--- src/rtl/alu_result_fifo.sv ---
// Result FIFO behind the ALU mux. Stores each result with its op select, a saturated N-bit copy and status flags.
// Latency: a push into an empty FIFO is visible at the head one cycle later. The head is first-word-fall-through.
// Backpressure: in_ready = !full, with no bypass when full. The producer holds its data until it is accepted.
//
// Ports:
//   clk, rst_n              clock, async active-low reset
//   in_valid/in_ready       producer handshake; res_in (N+2 signed), sel_in (3)
//   out_valid/out_ready     consumer handshake; res_out, op_out, sat_out (N signed),
//                           sat_flag, zero_flag, neg_flag describe the head entry
//   count, full, empty      occupancy status, from registered state only
module alu_result_fifo #(
  parameter int N     = 4,
  parameter int DEPTH = 4   // power of 2, >= 2
) (
  input  logic                       clk,
  input  logic                       rst_n,
  input  logic                       in_valid,
  output logic                       in_ready,
  input  logic signed [N+1:0]        res_in,
  input  logic        [2:0]          sel_in,
  output logic                       out_valid,
  input  logic                       out_ready,
  output logic signed [N+1:0]        res_out,
  output logic        [2:0]          op_out,
  output logic signed [N-1:0]        sat_out,
  output logic                       sat_flag,
  output logic                       zero_flag,
  output logic                       neg_flag,
  output logic [$clog2(DEPTH):0]     count,
  output logic                       full,
  output logic                       empty
);

  localparam int AW = $clog2(DEPTH);
  localparam int CW = AW + 1;

  // N-bit signed limits, sign-extended to the N+2-bit result width.
  localparam logic signed [N+1:0] SAT_MAX = {3'b000, {(N-1){1'b1}}};
  localparam logic signed [N+1:0] SAT_MIN = {3'b111, {(N-1){1'b0}}};

  typedef struct packed {
    logic [N+1:0] res;
    logic [2:0]   op;
    logic [N-1:0] sat;
    logic         sat_flag;
    logic         zero_flag;
    logic         neg_flag;
  } entry_t;

  entry_t          mem [DEPTH];
  logic [AW-1:0]   wr_ptr;
  logic [AW-1:0]   rd_ptr;
  logic [CW-1:0]   count_q;

  logic            push;
  logic            pop;
  entry_t          wr_entry;
  entry_t          head;

  // Status comes straight from the registered count.
  assign full      = (count_q == CW'(DEPTH));
  assign empty     = (count_q == '0);
  assign in_ready  = !full;
  assign out_valid = !empty;
  assign count     = count_q;

  // There is no bypass. A pop in the same cycle does not open a slot when full.
  assign push = in_valid && in_ready;
  assign pop  = out_valid && out_ready;

  // The flags are computed once at push time, so the head path stays a plain mux.
  always_comb begin
    wr_entry           = '0;
    wr_entry.res       = res_in;
    wr_entry.op        = sel_in;
    wr_entry.zero_flag = (res_in == '0);
    wr_entry.neg_flag  = res_in[N+1];
    wr_entry.sat       = res_in[N-1:0];
    wr_entry.sat_flag  = 1'b0;
    if (res_in > SAT_MAX) begin
      wr_entry.sat      = {1'b0, {(N-1){1'b1}}};
      wr_entry.sat_flag = 1'b1;
    end else if (res_in < SAT_MIN) begin
      wr_entry.sat      = {1'b1, {(N-1){1'b0}}};
      wr_entry.sat_flag = 1'b1;
    end
  end

  // Storage is not reset. Only the pointers and the count decide what is valid.
  always_ff @(posedge clk) begin
    if (push) begin
      mem[wr_ptr] <= wr_entry;
    end
  end

  // The pointers wrap naturally at DEPTH because DEPTH is a power of 2.
  always_ff @(posedge clk or negedge rst_n) begin
    if (!rst_n) begin
      wr_ptr  <= '0;
      rd_ptr  <= '0;
      count_q <= '0;
    end else begin
      if (push) wr_ptr <= wr_ptr + 1'b1;
      if (pop)  rd_ptr <= rd_ptr + 1'b1;
      case ({push, pop})
        2'b10:   count_q <= count_q + 1'b1;
        2'b01:   count_q <= count_q - 1'b1;
        default: count_q <= count_q;
      endcase
    end
  end

  // Head outputs are forced to zero when empty, so stale memory never leaks out.
  always_comb begin
    head = mem[rd_ptr];
    res_out   = '0;
    op_out    = '0;
    sat_out   = '0;
    sat_flag  = 1'b0;
    zero_flag = 1'b0;
    neg_flag  = 1'b0;
    if (!empty) begin
      res_out   = head.res;
      op_out    = head.op;
      sat_out   = head.sat;
      sat_flag  = head.sat_flag;
      zero_flag = head.zero_flag;
      neg_flag  = head.neg_flag;
    end
  end

endmodule

--- config.mk ---
export PLATFORM = sky130hd
export DESIGN_NAME = alu_result_fifo
export DESIGN_NICKNAME = d
export VERILOG_FILES = /design/src/rtl/alu_result_fifo.sv
export SDC_FILE = /design/constraint.sdc
export NUM_CORES = 1
export LEC_CHECK = 0
export ABC_AREA = 1
export BUFFER_PORTS_ARGS = -buffer_cell sky130_fd_sc_hd__buf_2
export CAP_MARGIN = 20
export CORE_MARGIN = 3
export CORE_UTILIZATION = 55
export CTS_CLUSTER_SIZE = 28
export DETAILED_ROUTE_END_ITERATION = 8
export PLACE_DENSITY = 0.86
export SLEW_MARGIN = 20
export SYNTH_ARGS = -nofsm -noshare
export SYNTH_HDL_FRONTEND = slang
export SYNTH_SLANG_ARGS = --single-unit
--- constraint.sdc ---
create_clock -name clk -period 2.36 [get_ports clk]
set_input_delay 0.236 -clock clk [delete_from_list [all_inputs] [get_ports clk]]
set_output_delay 0.236 -clock clk [all_outputs]
set_load 0.02 [all_outputs]
==> reports/metrics.csv, run 1 <==
stage,metric,value,unit
status,status,"complete, no violations",
floorplan,Starting Density,57.4,%
clock_tree,clk buf depth,2,
logic_synthesis,Post-Synthesis Cell Area,3200,um2
power_and_ir_drop,clock power share,18.6,%
power_and_ir_drop,P_leak,1.70,nW
clock_tree,hold buffers post-CTS,1,
worst_hold_path,Worst Hold Class,input port to flop,
timing,worst rel slew slack,63.8,%
global_routing,Most Crowded Layer GR,met2,
global_routing,pin count of the biggest net entering global routing,32,
global_routing,met3 Use GR,6.40,%
logic_synthesis,"flops & latches, synth",67,
setup_path,Setup crit start kind,flop,
clock_tree,CTS resizes,0,
logic_synthesis,"Net Count, Synth",330,
placement,Final GP Congestion,0.794,
floorplan,Die Y,82.3,um
logic_synthesis,"Seq/Total Area, Yosys",61.8,%
power_and_ir_drop,Sw Ratio,42.1,%
floorplan,I/O pins,36,
floorplan,Core Rows,27,
timing,Worst Max-Slew Pin Slew,542,ps
clock_tree,Clock Sinks,67,
power_and_ir_drop,sequential share of power,36.0,%
cells_and_area,"commonest non-fill, non-tap cell in the layout",nand2_1,
setup_path,critical path's largest stage delay,550,ps
setup_path,"setup slack, reg-to-reg",530,ps
detailed_routing,vias,2158,
logic_synthesis,Syn. warnings,0,
timing,Slew Limit Fails,0,
clock_tree,number of buffers created by CTS,9,
detailed_routing,residual DRC count,0,
global_routing,grt total ovfl,0,
timing,final worst-path cycle share,88.5,%
setup_path,Worst Setup SP,rd_ptr[0],
floorplan,core box area,5570,um2
global_routing,global-route wire length before repair,9630,um
clock_tree,"CTS clk-pin slew, worst paths",70,ps
detailed_routing,Vias per Instance,5.04,
timing,Worst Skew,5.64,ps
logic_synthesis,largest cells by area after synthesis,"edfxtp_1, nand2_1, inv_1",
cells_and_area,most frequent cells in the layout,"nand2_1, inv_1, edfxtp_1",
power_and_ir_drop,Logic pwr share,45.4,%
placement,Port Buffers,35,
timing,min Tclk post-route,2090,ps
setup_path,critical path class,flop to output pin,
setup_path,Critical R2R Capture,count[1],
placement,Post-Place Worst Slack,521,ps
power_and_ir_drop,Pint,2.74,mW
global_routing,met1 usage,21.8,%
timing,Max Clock Freq,0.479,GHz
timing,setup violators final,0,
timing,setup TNS,0,ps
detailed_routing,DR iter-0 viols,102,
floorplan,DIE AREA,6770,um2
setup_path,"Arr. time, crit path",1850,ps
timing,Final WS setup,271,ps
clock_tree,CTS tree,built,
logic_synthesis,Netlist cell types,23,
floorplan,Die Width,82.3,um
cells_and_area,fin util,64.6,%
global_routing,initial antenna violation count,0,
setup_path,CP endpoint,op_out[2],
power_and_ir_drop,PD cells,1310,nW/um2
timing,RSZ-0062 raised after global routing,no,
setup_path,Critical Path RT,2120,ps
logic_synthesis,Syn Area/Cell,10.3,um2
detailed_routing,WL final,6270,um
cells_and_area,Final #Nets,371,
setup_path,r2r worst-path depth,8,
setup_path,crit-path cells,"inv_2, nand2_1, nand3_1, a21oi_1, buf_2",
global_routing,vias in the first global route,2131,
power_and_ir_drop,maximum VDD drop,0.809,mV
placement,detailed placement HPWL,3970,um
logic_synthesis,Synth top area share,56.3,%
clock_tree,"Clk Latency, worst-skew pair",340,ps
cells_and_area,Layout area overhead,12.5,%
job,Max Cap Violations,0,
cells_and_area,n_diodes,0,
global_routing,met2 usage,33.7,%
detailed_routing,wire per inst,14.6,um
logic_synthesis,Cells after Synth,311,
clock_tree,H-Tree Level Count,3,
setup_path,Crit Path Max Fanout,31,
setup_path,worst r2r src,count[0],
setup_path,crit end category,output pin,
global_routing,All-Layer GR Usage,20.1,%
setup_path,slowest CP cell,dfrtp_1,
cells_and_area,ratio of cells with drive above 1 in the final layout,23.6,%
timing,final count of hold timing violations,0,
clock_tree,CTS Root Cell,clkbuf_8,
logic_synthesis,cell taking the most area after synthesis,edfxtp_1,
detailed_routing,"antenna viol nets, final",0,
clock_tree,Post-CTS Repair Setup Buffers,0,
power_and_ir_drop,Sw Pwr,1.99,mW
detailed_routing,DR pass1 iterations,4,
-- cells in the mapped netlist --
library cell,number
buf_4,1
clkinv_2,1
nand3_2,12
a21oi_2,10
clkbuf_1,1
nand2_2,1
o21ai_0,2
xnor2_1,2
nand2_1,78
nor3_1,1
nand4_1,1
buf_6,7
dfrtp_1,7
a21oi_1,7
nand3_1,25
nor2_1,5
buf_2,4
inv_1,74
inv_2,5
fa_1,1
o21ai_1,1
ha_1,5
edfxtp_1,60
-- per-layer routing --
metal	share of wire [%]	vias to the layer above
met5	0	-
met4	2.5	0
li1	-	1058
met1	41	1024
met2	51	61
met3	5.5	15
-- worst max-delay path, delay by kind of cell (launching register included) --
family	cells	cell delay, ps
flops	1	550
buf+inv	2	530
simple gates	2	230
compound gates	1	200
-- registers in the layout, indices dropped and copies added, names as in the netlist --
name    count
mem        60
wr_ptr      2
count       3
rd_ptr      2
-- how the worst min path moves through the flow --
stage,from,endpoint,cells after the start
detailed placement,rst_n,wr_ptr[1],1
finish,sel_in[2],mem[0][9],1
global placement,rst_n,count[0],1
global route,sel_in[2],mem[0][9],1
CTS,sel_in[2],mem[0][9],1
floorplan,rst_n,count[0],0
-- logic make-up (layout without fill, tap and decap cells) --
logic type	Yosys count	after routing	synth area share, %
AO/OA/AOI/OAI	20	20	4.30
XOR/XNOR	2	2	0.547
adder cells (fa/ha/maj)	6	6	2.58
buffers and inverters	93	138	12.9
flip-flops	67	67	61.8
AND/OR/NAND/NOR	123	123	17.9
-- final cells by class --
cell class                 instances  area, um2
sequential                        67       1980
fill                             433       1970
multi-input combinational        151        812
inverter                          80        302
timing repair buffer              43        238
clock buffer                      10        128
tap                               72       90.1
clock inverter                     5       55.1
-- per-stage QoR --
stage | std cells | hold WS [ps] | cell area, um2 | power [mW]
after floorplan | 311 | -59.6 | 3200 | 3.35
after global placement | 412 | 77.6 | 3410 | 3.78
after detailed placement | 412 | 83.0 | 3410 | 3.87
after CTS | 428 | 110 | 3600 | 4.76
after global routing | 428 | 104 | 3600 | 5.03
final | 428 | 121 | 3600 | 4.73
-- power groups by stage --
stage	Sequential [mW]	Combinational [mW]	Clock [mW]
2_1_floorplan	1.71	1.64	0
3_3_place_gp	1.71	2.07	0
3_5_place_dp	1.73	2.15	0
4_1_cts	1.70	2.17	0.890
5_1_grt	1.73	2.36	0.947
6_report	1.70	2.15	0.882
Power figures use the tool's default switching activity.
==> inputs of run 2 (changes only) <==
--- a/config.mk
+++ b/config.mk
@@ -10,8 +10,10 @@
 export CAP_MARGIN = 20
 export CORE_MARGIN = 3
 export CORE_UTILIZATION = 55
+export CTS_BUF_LIST = sky130_fd_sc_hd__clkbuf_8
 export CTS_CLUSTER_SIZE = 28
 export DETAILED_ROUTE_END_ITERATION = 8
+export GPL_ROUTABILITY_DRIVEN = 0
 export PLACE_DENSITY = 0.86
 export SLEW_MARGIN = 20
 export SYNTH_ARGS = -nofsm -noshare
==> run 2 against run 1 <==
Against the previous run: clock power is 0.8% lower; critical endpoint unchanged; clock-buffer cell count shrank 1; hold slack better by 0.54 ps.
==> reports/metrics.csv, run 2 (synthesis results as in run 1) <==
stage,metric,value,unit
timing,Worst Max-Slew Pin Slew,539,ps
power_and_ir_drop,P_leak,1.71,nW
timing,worst rel slew slack,64.0,%
power_and_ir_drop,maximum VDD drop,0.806,mV
floorplan,I/O pins,36,
floorplan,DIE AREA,6770,um2
timing,Slew Limit Fails,0,
clock_tree,hold buffers post-CTS,1,
setup_path,Setup crit start kind,flop,
job,Max Cap Violations,0,
detailed_routing,residual DRC count,0,
global_routing,met2 usage,33.7,%
detailed_routing,"antenna viol nets, final",0,
cells_and_area,fin util,64.6,%
global_routing,Most Crowded Layer GR,met2,
floorplan,Starting Density,57.4,%
setup_path,crit end category,output pin,
global_routing,met3 Use GR,6.40,%
cells_and_area,n_diodes,0,
clock_tree,CTS Root Cell,clkbuf_8,
placement,detailed placement HPWL,3970,um
timing,setup TNS,0,ps
floorplan,core box area,5570,um2
power_and_ir_drop,Pint,2.74,mW
cells_and_area,# fillers,433,
timing,final count of hold timing violations,0,
floorplan,Die Y,82.3,um
cells_and_area,ratio of cells with drive above 1 in the final layout,23.6,%
cells_and_area,Top reg by flops,mem,
power_and_ir_drop,clock power share,18.5,%
power_and_ir_drop,Sw Pwr,1.99,mW
timing,final worst-path cycle share,88.9,%
global_routing,pin count of the biggest net entering global routing,32,
detailed_routing,DR pass1 iterations,4,
global_routing,vias in the first global route,2124,
timing,Max Clock Freq,0.477,GHz
cells_and_area,Seq. cell area,1980,um2
setup_path,slowest CP cell,dfrtp_1,
power_and_ir_drop,Logic pwr share,45.4,%
timing,min Tclk post-route,2100,ps
status,status,"complete, no violations",
clock_tree,clk buf depth,2,
global_routing,grt total ovfl,0,
detailed_routing,vias,2165,
clock_tree,CTS resizes,0,
setup_path,crit-path cells,"inv_2, nand2_1, nand3_1, a21oi_1, buf_2",
worst_hold_path,Worst Hold Class,input port to flop,
detailed_routing,WL final,6240,um
global_routing,global-route wire length before repair,9610,um
cells_and_area,"commonest non-fill, non-tap cell in the layout",nand2_1,
cells_and_area,Final #Nets,371,
placement,Port Buffers,35,
setup_path,critical path class,flop to output pin,
clock_tree,Post-CTS Repair Setup Buffers,0,
clock_tree,CTS tree,built,
setup_path,critical path's largest stage delay,550,ps
cells_and_area,area occupied by multi-input gates,812,um2
power_and_ir_drop,PD cells,1310,nW/um2
floorplan,Core Rows,27,
cells_and_area,Layout area overhead,12.5,%
timing,RSZ-0062 raised after global routing,no,
timing,Worst Skew,4.74,ps
global_routing,initial antenna violation count,0,
power_and_ir_drop,Sw Ratio,42.1,%
detailed_routing,wire per inst,14.6,um
clock_tree,"Clk Latency, worst-skew pair",340,ps
detailed_routing,DR iter-0 viols,125,
setup_path,Critical Path RT,2120,ps
clock_tree,"CTS clk-pin slew, worst paths",60,ps
cells_and_area,max reg flops,60,
cells_and_area,most frequent cells in the layout,"nand2_1, inv_1, edfxtp_1",
detailed_routing,Vias per Instance,5.06,
timing,setup violators final,0,
global_routing,All-Layer GR Usage,20.1,%
clock_tree,H-Tree Level Count,3,
clock_tree,Clock Sinks,67,
global_routing,met1 usage,21.8,%
setup_path,Crit Path Max Fanout,31,
floorplan,Die Width,82.3,um
power_and_ir_drop,sequential share of power,36.0,%
setup_path,"Arr. time, crit path",1860,ps
clock_tree,number of buffers created by CTS,9,
[run 2: power groups by stage]
stage	clock network, mW	registers (mW)	logic (mW)
floorplan	0	1.71	1.64
global placement	0	1.71	2.07
detailed placement	0	1.73	2.15
global route	0.942	1.73	2.36
finish	0.875	1.70	2.15
CTS	0.885	1.70	2.17
[run 2: metrics by stage]
| stage | hold WS (ps) | setup slack [ps] | area (um2) | power (mW) | std cells |
|---|---|---|---|---|---|
| floorplan | -59.6 | 428 | 3200 | 3.35 | 311 |
| global placement | 77.6 | 636 | 3410 | 3.78 | 412 |
| detailed placement | 83.0 | 521 | 3410 | 3.87 | 412 |
| CTS | 110 | 262 | 3600 | 4.76 | 428 |
| global route | 104 | 135 | 3600 | 5.03 | 428 |
| finish | 122 | 263 | 3600 | 4.72 | 428 |
[run 2: layout make-up]
class                   count  share of cell area, %
flip-flops and latches     67                   54.9
multi-input cells         151                   22.6
repair buffers             43                   6.60
well taps                  72                   2.50
inverters                  80                   8.37
clock inverters             6                   1.63
clock buffers               9                   3.44
[run 2: critical path: cells and delay by family, from the launching register on]
family	cells	cell delay, ps
flip-flops	1	550
AO/OA/AOI/OAI	1	210
AND/OR/NAND/NOR	2	230
buffers and inverters	2	520
[run 2: final timing paths]
kind,end,slack (ps),cells past startpoint,start
min in group asynchronous,wr_ptr[1],270,2,rst_n
hold reg to reg,count[0],550,1,count[0]
hold / removal,mem[1][8],120,1,sel_in[1]
setup / recovery,op_out[2],260,5,rd_ptr[0]
max in group asynchronous,count[0],1930,2,rst_n
setup reg to reg,count[1],530,8,count[0]
[run 2: layer usage]
| layer | routed length [um] | part of all wire [%] | up-vias |
|---|---|---|---|
| li1 | - | - | 1058 |
| met1 | 2480 | 40 | 1020 |
| met4 | 176 | 2.8 | 0 |
| met2 | 3220 | 52 | 71 |
| met5 | 0 | 0 | - |
| met3 | 361 | 5.8 | 16 |
==> inputs of run 3 (changes only) <==
==> constraint.sdc (replaced) <==
create_clock -name clk -period 2.36 [get_ports clk]
set_input_delay 0.118 -clock clk [delete_from_list [all_inputs] [get_ports clk]]
set_output_delay 0.118 -clock clk [all_outputs]
set_load 0.02 [all_outputs]
==> run 3 against run 2 <==
Against the previous run: final cell count up 0.93%; largest cell class unchanged; via count down 0.74%; largest power group unchanged; maximum frequency grew 6.7%; highest routed layer unchanged; sequential share of layout area decreased by 0.47 points; critical path depth is the same; non-clock buffer count is 4 higher; clock skew hardly changed.
==> reports/metrics.csv, run 3 (synthesis results as in run 1) <==
stage,metric,value,unit
status,status,"complete, no violations",
global_routing,global-route wire length before repair,9720,um
cells_and_area,Final #Nets,375,
timing,Slew Limit Fails,0,
global_routing,vias in the first global route,2155,
detailed_routing,"antenna viol nets, final",0,
global_routing,met1 usage,22.2,%
floorplan,Die Y,82.3,um
setup_path,Critical Path RT,2240,ps
clock_tree,number of buffers created by CTS,9,
cells_and_area,"commonest non-fill, non-tap cell in the layout",nand2_1,
detailed_routing,vias,2149,
detailed_routing,Vias per Instance,4.97,
setup_path,critical path class,flop to output pin,
timing,Worst Skew,5.00,ps
timing,final count of hold timing violations,0,
timing,Max Clock Freq,0.509,GHz
global_routing,met3 Use GR,6.29,%
worst_hold_path,Hold Path Stages,1,
detailed_routing,wire per inst,14.2,um
global_routing,Most Crowded Layer GR,met2,
floorplan,I/O pins,36,
floorplan,DIE AREA,6770,um2
timing,Worst Max-Slew Pin Slew,523,ps
cells_and_area,Layout area overhead,13.5,%
clock_tree,"Clk Latency, worst-skew pair",340,ps
setup_path,Crit Path Max Fanout,31,
cells_and_area,Seq. cell area,1980,um2
timing,final worst-path cycle share,83.3,%
timing,setup TNS,0,ps
detailed_routing,DR pass1 iterations,4,
global_routing,met2 usage,34.1,%
clock_tree,H-Tree Level Count,3,
worst_hold_path,Worst Hold Class,input port to flop,
cells_and_area,area occupied by multi-input gates,812,um2
timing,worst rel slew slack,65.1,%
cells_and_area,ratio of cells with drive above 1 in the final layout,22.8,%
timing,min Tclk post-route,1970,ps
power_and_ir_drop,Sw Pwr,1.96,mW
clock_tree,CTS tree,built,
detailed_routing,residual DRC count,0,
floorplan,Core Rows,27,
setup_path,r2r worst-path depth,10,
power_and_ir_drop,Sw Ratio,41.8,%
power_and_ir_drop,power after layout,4.69,mW
placement,dpl cells,412,
global_routing,All-Layer GR Usage,20.4,%
detailed_routing,DR iter-0 viols,144,
power_and_ir_drop,PD cells,1290,nW/um2
clock_tree,CTS Root Cell,clkbuf_8,
floorplan,Starting Density,57.4,%
power_and_ir_drop,maximum VDD drop,0.658,mV
cells_and_area,Top reg by flops,mem,
power_and_ir_drop,P_leak,1.73,nW
placement,Port Buffers,35,
job,Max Cap Violations,0,
power_and_ir_drop,clock power share,18.3,%
cells_and_area,fin util,65.2,%
setup_path,slowest CP cell,dfrtp_1,
global_routing,initial antenna violation count,0,
setup_path,crit end category,output pin,
setup_path,"Arr. time, crit path",1850,ps
placement,detailed placement HPWL,3760,um
cells_and_area,# fillers,421,
power_and_ir_drop,Pint,2.73,mW
setup_path,Setup crit start kind,flop,
setup_path,crit-path cells,"inv_2, nand2_1, nand3_1, a21oi_1, buf_2",
cells_and_area,n_diodes,0,
clock_tree,Clock Sinks,67,
global_routing,pin count of the biggest net entering global routing,32,
cells_and_area,most frequent cells in the layout,"nand2_1, inv_1, edfxtp_1",
clock_tree,clk buf depth,2,
power_and_ir_drop,Logic pwr share,45.5,%
setup_path,critical path's largest stage delay,550,ps
detailed_routing,WL final,6120,um
floorplan,core box area,5570,um2
global_routing,grt total ovfl,0,
clock_tree,"CTS clk-pin slew, worst paths",70,ps
floorplan,Die Width,82.3,um
timing,setup violators final,0,
cells_and_area,fin cells,432,
cells_and_area,max reg flops,60,
power_and_ir_drop,sequential share of power,36.2,%
timing,RSZ-0062 raised after global routing,no,
## run 3: cell types whose count changed in the layout (fill, tap and decap cells not counted)
cell / change
dlygate4sd3_1: +4
clkinvlp_4: -1
inv_1: +1
clkinv_4: -1
clkinv_1: +1
## run 3: worst paths after layout
kind                           start    endpoint  slack, ps
max                        rd_ptr[0]   op_out[2]        390
min                        res_in[1]  mem[3][11]         20
max reg2reg                 count[0]    count[2]        510
min reg2reg                 count[0]    count[0]        510
max in group asynchronous      rst_n   rd_ptr[0]       2060
min in group asynchronous      rst_n    count[0]        140
## run 3: worst max-delay path: cells and delay by family (launching register included)
family / cells / cell delay (ps)
AO/OA/AOI/OAI: 1 / 220
buffers and inverters: 2 / 510
flip-flops: 1 / 550
AND/OR/NAND/NOR: 2 / 230
## run 3: layout make-up
type,instances,area share [%]
Sequential cell,67,54.4
Multi-Input combinational cell,151,22.4
Inverter,80,8.30
Timing Repair Buffer,47,7.65
Clock buffer,9,3.41
Tap cell,72,2.48
Clock inverter,6,1.38
## run 3: power by group through the flow
stage	clock network (mW)	logic, mW	registers (mW)
2_1_floorplan	0	1.64	1.71
3_3_place_gp	0	2.08	1.71
6_report	0.859	2.13	1.70
4_1_cts	0.873	2.16	1.70
5_1_grt	0.931	2.35	1.72
3_5_place_dp	0	2.12	1.72
## run 3: through the flow
| step | cell area (um2) | setup WS, ps | hold slack, ps |
|---|---|---|---|
| after CTS | 3630 | 366 | 9.51 |
| after detailed placement | 3410 | 518 | -34.9 |
| after floorplan | 3200 | 428 | -178 |
| after global placement | 3410 | 634 | -41.9 |
| final | 3630 | 394 | 18.7 |
| after global routing | 3630 | 234 | 17.8 |
## run 3: routing by layer
metal  vias to the layer above  wire, um  part of all wire (%)
met3                        23       407                   6.6
met4                         0       215                   3.5
met5                         -         0                     0
met2                        84      3110                    51
li1                       1058         -                     -
met1                       984      2390                    39
## run 3: repair_timing
action                                 CTS  global route
endpoints found under the hold margin   21             0
setup buffers                            0             0
hold buffers                             5             0
resized for setup                        0             0
setup endpoints to repair                0             0
